**src/rtl/lfsr_pkg.sv**
```systemverilog
// lfsr_pkg: lock-up constant, reverse-tap derivation and default maximal tap masks.
package lfsr_pkg;
    localparam logic [3:0]  TAPS_4  = 4'b0011;
    localparam logic [7:0]  TAPS_8  = 8'h1D;
    localparam logic [15:0] TAPS_16 = 16'h100B;
    function automatic logic [31:0] lock_value(input int width);
        return 32'hFFFF_FFFF >> (32 - width);
    endfunction
    // Reverse taps: drop bit 0 (the bit shifted out going up) and insert the fed-back MSB.
    function automatic logic [31:0] taps_down(input int width, input logic [31:0] taps);
        return (taps >> 1) | (32'd1 << (width - 1));
    endfunction
endpackage

```
**src/rtl/lfsr_updown_param_if.sv**
```systemverilog
// lfsr_updown_param_if: control inputs and registered status outputs of the up/down LFSR.
interface lfsr_updown_param_if #(parameter int WIDTH = 8);
    logic             enable;
    logic             up_down;
    logic             load;
    logic [WIDTH-1:0] seed;
    logic [WIDTH-1:0] count;
    logic [WIDTH-1:0] pos;
    logic             wrap;
    logic             lock_err;
    modport master (output enable, up_down, load, seed, input count, pos, wrap, lock_err);
    modport slave  (input enable, up_down, load, seed, output count, pos, wrap, lock_err);
endinterface

```
**src/rtl/lfsr_pos_counter.sv**
```systemverilog
// lfsr_pos_counter: modulo-(2^WIDTH-1) up/down index with synchronous clear and wrap pulse.
module lfsr_pos_counter
    import lfsr_pkg::*;
#(
    parameter int WIDTH = 8
) (
    input  logic             clk,
    input  logic             reset,
    input  logic             clr,
    input  logic             step,
    input  logic             up,
    output logic [WIDTH-1:0] pos,
    output logic             wrap
);
    localparam logic [WIDTH-1:0] LAST = WIDTH'(lock_value(WIDTH) - 32'd1);
    logic at_edge;
    assign at_edge = up ? pos == LAST : pos == '0;
    always_ff @(posedge clk or negedge reset)
        if (!reset) begin
            pos  <= '0;
            wrap <= 1'b0;
        end else begin
            pos  <= clr ? '0 : !step ? pos : at_edge ? (up ? '0 : LAST) : up ? pos + WIDTH'(1) : pos - WIDTH'(1);
            wrap <= !clr && step && at_edge;
        end
endmodule

```
**src/rtl/lfsr_updown_param.sv**
```systemverilog
// lfsr_updown_param: reversible XNOR Fibonacci LFSR with seed load, lock-up recovery and position tracking.
module lfsr_updown_param
    import lfsr_pkg::*;
#(
    parameter int               WIDTH = 8,
    parameter logic [WIDTH-1:0] TAPS  = WIDTH'(TAPS_8)
) (
    input logic                clk,
    input logic                reset,
    lfsr_updown_param_if.slave bus
);
    localparam logic [WIDTH-1:0] LOCK    = WIDTH'(lock_value(WIDTH));
    localparam logic [WIDTH-1:0] TAPS_DN = WIDTH'(taps_down(WIDTH, 32'(TAPS)));
    if (WIDTH < 3 || WIDTH > 32 || !TAPS[0]) begin : g_bad_param
        $error("lfsr_updown_param: WIDTH must be 3..32 and TAPS[0] must be set");
    end
    logic [WIDTH-1:0] count_q;
    logic [WIDTH-1:0] step_nxt;
    logic             lock_err_q;
    logic             is_lock;
    logic             seed_bad;
    logic             clr;
    logic             step;
    assign is_lock  = count_q == LOCK;
    assign seed_bad = bus.seed == LOCK;
    assign clr      = bus.load || (is_lock && bus.enable);
    assign step     = bus.enable && !bus.load && !is_lock;
    assign step_nxt = bus.up_down ? {~^(count_q & TAPS), count_q[WIDTH-1:1]}
                                  : {count_q[WIDTH-2:0], ~^(count_q & TAPS_DN)};
    always_ff @(posedge clk or negedge reset)
        if (!reset) begin
            count_q    <= '0;
            lock_err_q <= 1'b0;
        end else begin
            count_q    <= bus.load ? (seed_bad ? '0 : bus.seed) : clr ? '0 : step ? step_nxt : count_q;
            lock_err_q <= bus.load ? seed_bad : is_lock && bus.enable;
        end
    assign bus.count    = count_q;
    assign bus.lock_err = lock_err_q;
    lfsr_pos_counter #(.WIDTH(WIDTH)) u_pos (
        .clk  (clk),
        .reset(reset),
        .clr  (clr),
        .step (step),
        .up   (bus.up_down),
        .pos  (bus.pos),
        .wrap (bus.wrap)
    );
endmodule

```
**src/flat_wrapper.sv**
```systemverilog
// flat-port wrapper written by rule: the top's interface ports become plain ports
module lfsr_updown_param_flat import lfsr_pkg::*;
#(
    parameter int               WIDTH = 8,
    parameter logic [WIDTH-1:0] TAPS  = WIDTH'(TAPS_8)
)
  (clk, reset, bus_enable, bus_up_down, bus_load, bus_seed, bus_count, bus_pos, bus_wrap, bus_lock_err);
  lfsr_updown_param_if #(.WIDTH(WIDTH)) bus_i ();
  input logic clk;
  input logic reset;
  input wire logic [$bits(bus_i.enable)-1:0] bus_enable;
  input wire logic [$bits(bus_i.up_down)-1:0] bus_up_down;
  input wire logic [$bits(bus_i.load)-1:0] bus_load;
  input wire logic [$bits(bus_i.seed)-1:0] bus_seed;
  output wire logic [$bits(bus_i.count)-1:0] bus_count;
  output wire logic [$bits(bus_i.pos)-1:0] bus_pos;
  output wire logic [$bits(bus_i.wrap)-1:0] bus_wrap;
  output wire logic [$bits(bus_i.lock_err)-1:0] bus_lock_err;
  assign bus_i.enable = bus_enable;
  assign bus_i.up_down = bus_up_down;
  assign bus_i.load = bus_load;
  assign bus_i.seed = bus_seed;
  assign bus_count = bus_i.count;
  assign bus_pos = bus_i.pos;
  assign bus_wrap = bus_i.wrap;
  assign bus_lock_err = bus_i.lock_err;
  lfsr_updown_param #(.WIDTH(WIDTH), .TAPS(TAPS)) u_core (.clk(clk), .reset(reset), .bus(bus_i));
endmodule
```
**config.mk**
```make
export PLATFORM = sky130hd
export DESIGN_NAME = lfsr_updown_param_flat
export DESIGN_NICKNAME = d
export VERILOG_FILES = /design/src/rtl/lfsr_pkg.sv /design/src/rtl/lfsr_updown_param_if.sv /design/src/rtl/lfsr_pos_counter.sv /design/src/rtl/lfsr_updown_param.sv /design/src/flat_wrapper.sv
export SDC_FILE = /design/constraint.sdc
export NUM_CORES = 1
export LEC_CHECK = 0
export ABC_AREA = 1
export ABC_CLOCK_PERIOD_IN_PS = 1500
export CORE_ASPECT_RATIO = 1.1
export CORE_MARGIN = 2
export CORE_UTILIZATION = 30
export DETAILED_ROUTE_END_ITERATION = 8
export PLACE_DENSITY = 0.57
export SLEW_MARGIN = 10
export SYNTH_ARGS = -nofsm -noshare
export SYNTH_HDL_FRONTEND = slang
export SYNTH_SLANG_ARGS = --single-unit
```
**constraint.sdc**
```tcl
create_clock -name clk -period 1.5 [get_ports clk]
set_clock_uncertainty 0.05 [all_clocks]
set_input_delay 0.3 -clock clk [delete_from_list [all_inputs] [get_ports clk]]
set_output_delay 0.3 -clock clk [all_outputs]
set_load 0.03 [all_outputs]
```
### Word-level counts from Yosys, hierarchy flattened

Cells that the tools add are included.

| word-level totals | value |
|---|---|
| output and inout port bits | 18 |
| flip-flop bits (word level) | 18 |
| bits of input ports | 13 |
| logic and storage cells | 35 |

| cells by class | value |
|---|---|
| muxes and demuxes | 12 |
| equal/unequal tests | 3 |
| reductions and logical operators | 14 |
| add/subtract/negate cells | 2 |

Operator list:

| operator | number |
|---|---|
| two-way mux 8 bit | 10 |
| == test 8 bit, second input constant | 3 |
| XNOR reduction 8 bit | 2 |
| adder 8 x 1 -> 8 bit, second input constant | 1 |
| logical NOT 8 bit | 1 |
| subtractor 8 x 1 -> 8 bit, second input constant | 1 |
| logical AND 1 bit | 5 |
| logical NOT 1 bit | 3 |
| nonzero test 3 bit | 1 |
| two-way mux 1 bit | 2 |
| nonzero test 2 bit | 1 |
| logical OR 1 bit | 1 |

### Logic depth before layout (Yosys ltp)

| logic depth | value |
|---|---|
| depth after elaboration | 6 |
| depth in mapped cells | 10 |

### Hierarchy

From an unflattened synthesis, not the netlist that was laid out.

| unflattened totals | value |
|---|---|
| cells, all modules | 239 |
| area, all modules | 1515.2 um2 |

Modules (own cells, without submodules):

| module | cells an instance | area each (um2) | instances |
|---|---|---|---|
| lfsr_pos_counter | 123 | 823.3 | 1 |
| lfsr_updown_param | 116 | 691.9 | 1 |

### Worst setup path after synthesis

No wires, ideal clock.

| path | value |
|---|---|
| kind | register to register |
| start | register u_core.u_pos.pos[0] |
| end | register u_core.u_pos.pos[4] |
| path slack | -0.204 ns |
| path buffers | 0 |
| cell stages (with the launch flop) | 9 |
| data arrival time | 1.537 ns |
| library setup time | 0.117 ns |
| cells stage by stage | dfrtp_1 inv_1 fa_1 inv_1 a21oi_1 xor2_1 nand2_1 nand2_1 nand2_1 |

| between the ends | value |
|---|---|
| word-level cells in the longest chain between the ends | 5 |
| elaborated cells on any way between the ends | 9 |
| classes of those cells | add/sub: 2; eq/ne: 1; mux: 5; reduce/logical: 1 |

RTL lines:

| element | RTL line | RTL |
|---|---|---|
| start, declared | lfsr_pos_counter.sv:12 | `output logic [WIDTH-1:0] pos,` |
| start signal, assigned | lfsr_pos_counter.sv:23 | `pos <= clr ? '0 : !step ? pos : at_edge ? (up ? '0 : LAST) : up ? pos + WIDTH'(1) : pos - WIDTH'(1);` |
| subtractor 8 x 1 -> 8 bit (tied with other cells) | lfsr_pos_counter.sv:23 |  |
| two-way mux 8 bit / two-way mux 1 bit (equally long branches) | lfsr_pos_counter.sv:23, lfsr_pos_counter.sv:17 |  |
| two-way mux 8 bit (*) (3 in series) | lfsr_pos_counter.sv:23 |  |

Mark *: on every way between the ends. The rest lies on a longest branch, timed or not. The select of a mux whose other input is x is not followed.
A chain may end at the register's enable or synchronous reset.

### Final worst setup path

| path | value |
|---|---|
| start | register u_core.u_pos.pos[2] |
| end | register u_core.u_pos.pos[7] |

Same word-level chain as after synthesis.

==> results.tsv <==
metric	value	unit
status	finished, violations left	
failing checks	setup timing	
worst reg2reg endpoint	u_core.u_pos.pos[7]	
# IOs	31	
fill count	489	
largest cells by area after synthesis	dfrtp_1, nand2_1, nand3_1	
Reg clk slew, reported paths	0.08	ns
Initial Utilization	31.1	%
synth warn	0	
fin. max-slew vios	0	
Vias per Instance	4.64	
DR iter-0 viols	46	
R2R Setup Slk	-0.008	ns
Clock Sinks	18	
P_leak	1.24	nW
GR Overflow Total	0	
Die X	70.2	um
Skew-Pair Late Insertion Delay	0.26	ns
Unique masters post-synth	27	
WS Path Type	flop to flop	
Synth Net Count	238	
Routed WL	4420	um
Final Wtd Congestion	0.809	
cts bufs inserted	3	
RSZ-0062 raised after global routing	yes	
Tot GR Track Use	16.7	%
most used cell, CP	nand2_1	
Fmax	663	MHz
Min Hold Slack	0.331	ns
area leader, netlist	dfrtp_1	
placed insts	340	
final hold vios	0	
period utilisation layout	101	%
Multi-input gate area	1040	sq um
row cnt	26	
nets	318	
Crit-path slowest cell	dfrtp_2	
Worst Path Max Fanout	4	
part of the Yosys area used for sequential elements	31.2	%
Final ANT Viol Nets	0	
global-route wire length before repair	7200	um
Synth Register Bits	18	
Design Power	2.26	mW
Finished Layout Cells	352	
Root Driver	clkbuf_8	
CP peak stage delay	0.45	ns
delay-heaviest family, CP	simple AND/OR/NAND/NOR gates	
Initial DRT Pass Iterations	4	
initial antenna violation count	0	
critical path endpoint category	flop	
Yosys top cell area share	31.2	%
Syn Std Cell Area	1450	sq um
Max IR drop VDD	0.451	mV
Tmin final	1.51	ns
Power per Cell Area	940	nW/um^2
register area	462	sq um
Post-Syn Area per Cell	6.66	sq um
DR vias	1632	
IO Port Bufs	30	
Critical path buffers and inverters	0	
Worst Path Arrival	1.61	ns
largest net degree at the start of global routing	19	
die height	76.8	um
Clock Tree Buf Depth	2	
critical path required time	1.60	ns
RR Startpoint	u_core.u_pos.pos[2]	
vias in the first global route	1585	
Core ar.	4650	sq um
Max Cap Viol	0	
worst hold path type	input port to async pin	
worst slew pin tran	0.326	ns
worst setup path start	u_core.u_pos.pos[2]	
Worst path depth	9	
CP Launch Type	flop	
CTS tree	done	
worst setup path end	u_core.u_pos.pos[7]	
Area growth syn-to-layout	66.2	%
wire per inst	12.5	um
Antenna Cells	0	
HPWL Detailed	3120	um
Final setup viols	1	
H-Tree Depth	1	
Cell Chain, Critical Path	ha_4 -> a21oi_2 -> nand2_2 -> nand2_1 -> nand2_1 -> nand2_1 -> nand3_2 -> nand2_1 -> nand2_1	
proportion of layout cells with a drive suffix above 1	39.9	%
worst rel slew slack	78.3	%
Mapped Cells	217	
DRC	0	
path depth of the worst reg2reg path	9	
worst setup margin	-0.00770	ns
Die Area	5390	sq um
-- through the flow --
stage	utilization, %	worst slack, ns	TNS (ns)	cell area, sq um
after global routing	51.6	-0.118	-0.729	2400
final	51.6	-0.00770	-0.00770	2400
after CTS	47.8	0.000692	0	2230
after global placement	45.6	-0.668	-6.38	2120
after detailed placement	45.6	-0.713	-7.02	2120
after floorplan	-	-0.0460	-0.129	1480
-- placed cells by master (no fill, tap or decap), types with 2 or more instances in the layout --
cell | netlist | final
nand2_1 | 77 | 63
buf_4 | 1 | 40
inv_1 | 27 | 22
nor2_1 | 20 | 18
nand3_1 | 26 | 18
nand2_2 | 2 | 15
dlygate4sd2_1 | 0 | 14
clkdlybuf4s50_1 | 0 | 11
buf_6 | 1 | 9
dfrtp_1 | 18 | 9
dfrtp_2 | 0 | 9
nand3_2 | 0 | 8
o21ai_1 | 5 | 6
ha_4 | 0 | 6
inv_2 | 2 | 5
nor2_2 | 3 | 5
o21ai_0 | 5 | 4
a21oi_2 | 0 | 3
a21oi_1 | 6 | 3
clkbuf_8 | 0 | 3
nand2_4 | 1 | 2
nor2_4 | 2 | 2
xnor2_1 | 2 | 2
xor2_1 | 2 | 2
o21ai_2 | 2 | 2
-- logic make-up (layout without fill, tap and decap cells) --
family	Yosys count	after routing	synth area share (%)
AO/OA/AOI/OAI	21	21	8.83
adder cells (fa/ha/maj)	8	8	7.45
flip-flops	18	18	31.2
XOR/XNOR	4	4	2.42
AND/OR/NAND/NOR	134	134	41.0
buffers and inverters	32	111	9.18
-- cell type report --
class | instances | area share, %
well taps | 56 | 2.92
clock buffers | 4 | 1.88
flip-flops and latches | 18 | 19.2
inverters | 29 | 4.79
multi-input cells | 167 | 43.1
repair buffers | 78 | 28.1
-- how the worst min path moves through the flow --
stage,start,endpoint,slack [ns],cells after the start
floorplan,reset,u_core.bus.count[0],-0.05,0
global placement,u_core.u_pos.pos[5],u_core.u_pos.pos[5],0.48,2
detailed placement,u_core.u_pos.pos[5],u_core.u_pos.pos[5],0.47,2
CTS,reset,u_core.bus.count[3],0.34,2
global route,reset,u_core.u_pos.wrap,0.34,2
finish,reset,u_core.u_pos.wrap,0.33,2
-- synth_stat cells (all sizes together) --
master and number:
nand2 80, inv 29, nand3 26, nor2 26, dfrtp 18, o21ai 12
a21oi 7, ha 7, buf 3, xnor2 2, xor2 2, a211oi 1
fa 1, nand4 1, o22ai 1, or2 1
-- what timing repair did --
item                                    in CTS  in global routing
pin swaps                                    2                 25
endpoints found under the setup margin      29                 18
hold buffers                                 0                  0
endpoints found under the hold margin        0                  0
resized for setup                           31                 44
buffers inserted                             4                  4
-- state kept, by name, summed over array words and instances, names as in the netlist --
| name | cells |
|---|---|
| u_core.u_pos.wrap | 1 |
| u_core.bus.lock_err | 1 |
| u_core.u_pos.pos | 8 |
| u_core.bus.count | 8 |
-- power by group --
part | internal [mW] | total [mW] | switching, mW | leakage (nW)
sequential | 0.562 | 0.659 | 0.0973 | 0.214
clock | 0.189 | 0.366 | 0.177 | 0.0228
combinational | 0.564 | 1.23 | 0.668 | 0.998
total | 1.32 | 2.26 | 0.943 | 1.24
-- layer usage --
metal / global-route usage (%) / share of wire [%] / vias to the layer above
met5: 0 / 0 / -
met4: 4.23 / 0.88 / 0
met3: 2.63 / 3.4 / 4
met2: 30.0 / 52 / 30
met1: 20.6 / 44 / 755
li1: - / - / 843
-- worst reg2reg max path, stage by stage (launching register included) --
cell,delay (ns)
dfrtp_2,0.45
ha_4,0.25
a21oi_2,0.15
nand2_2,0.10
nand2_1,0.11
nand2_1,0.06
nand2_1,0.07
nand3_2,0.05
nand2_1,0.06
nand2_1,0.05
(Power assumes the default switching activity.)
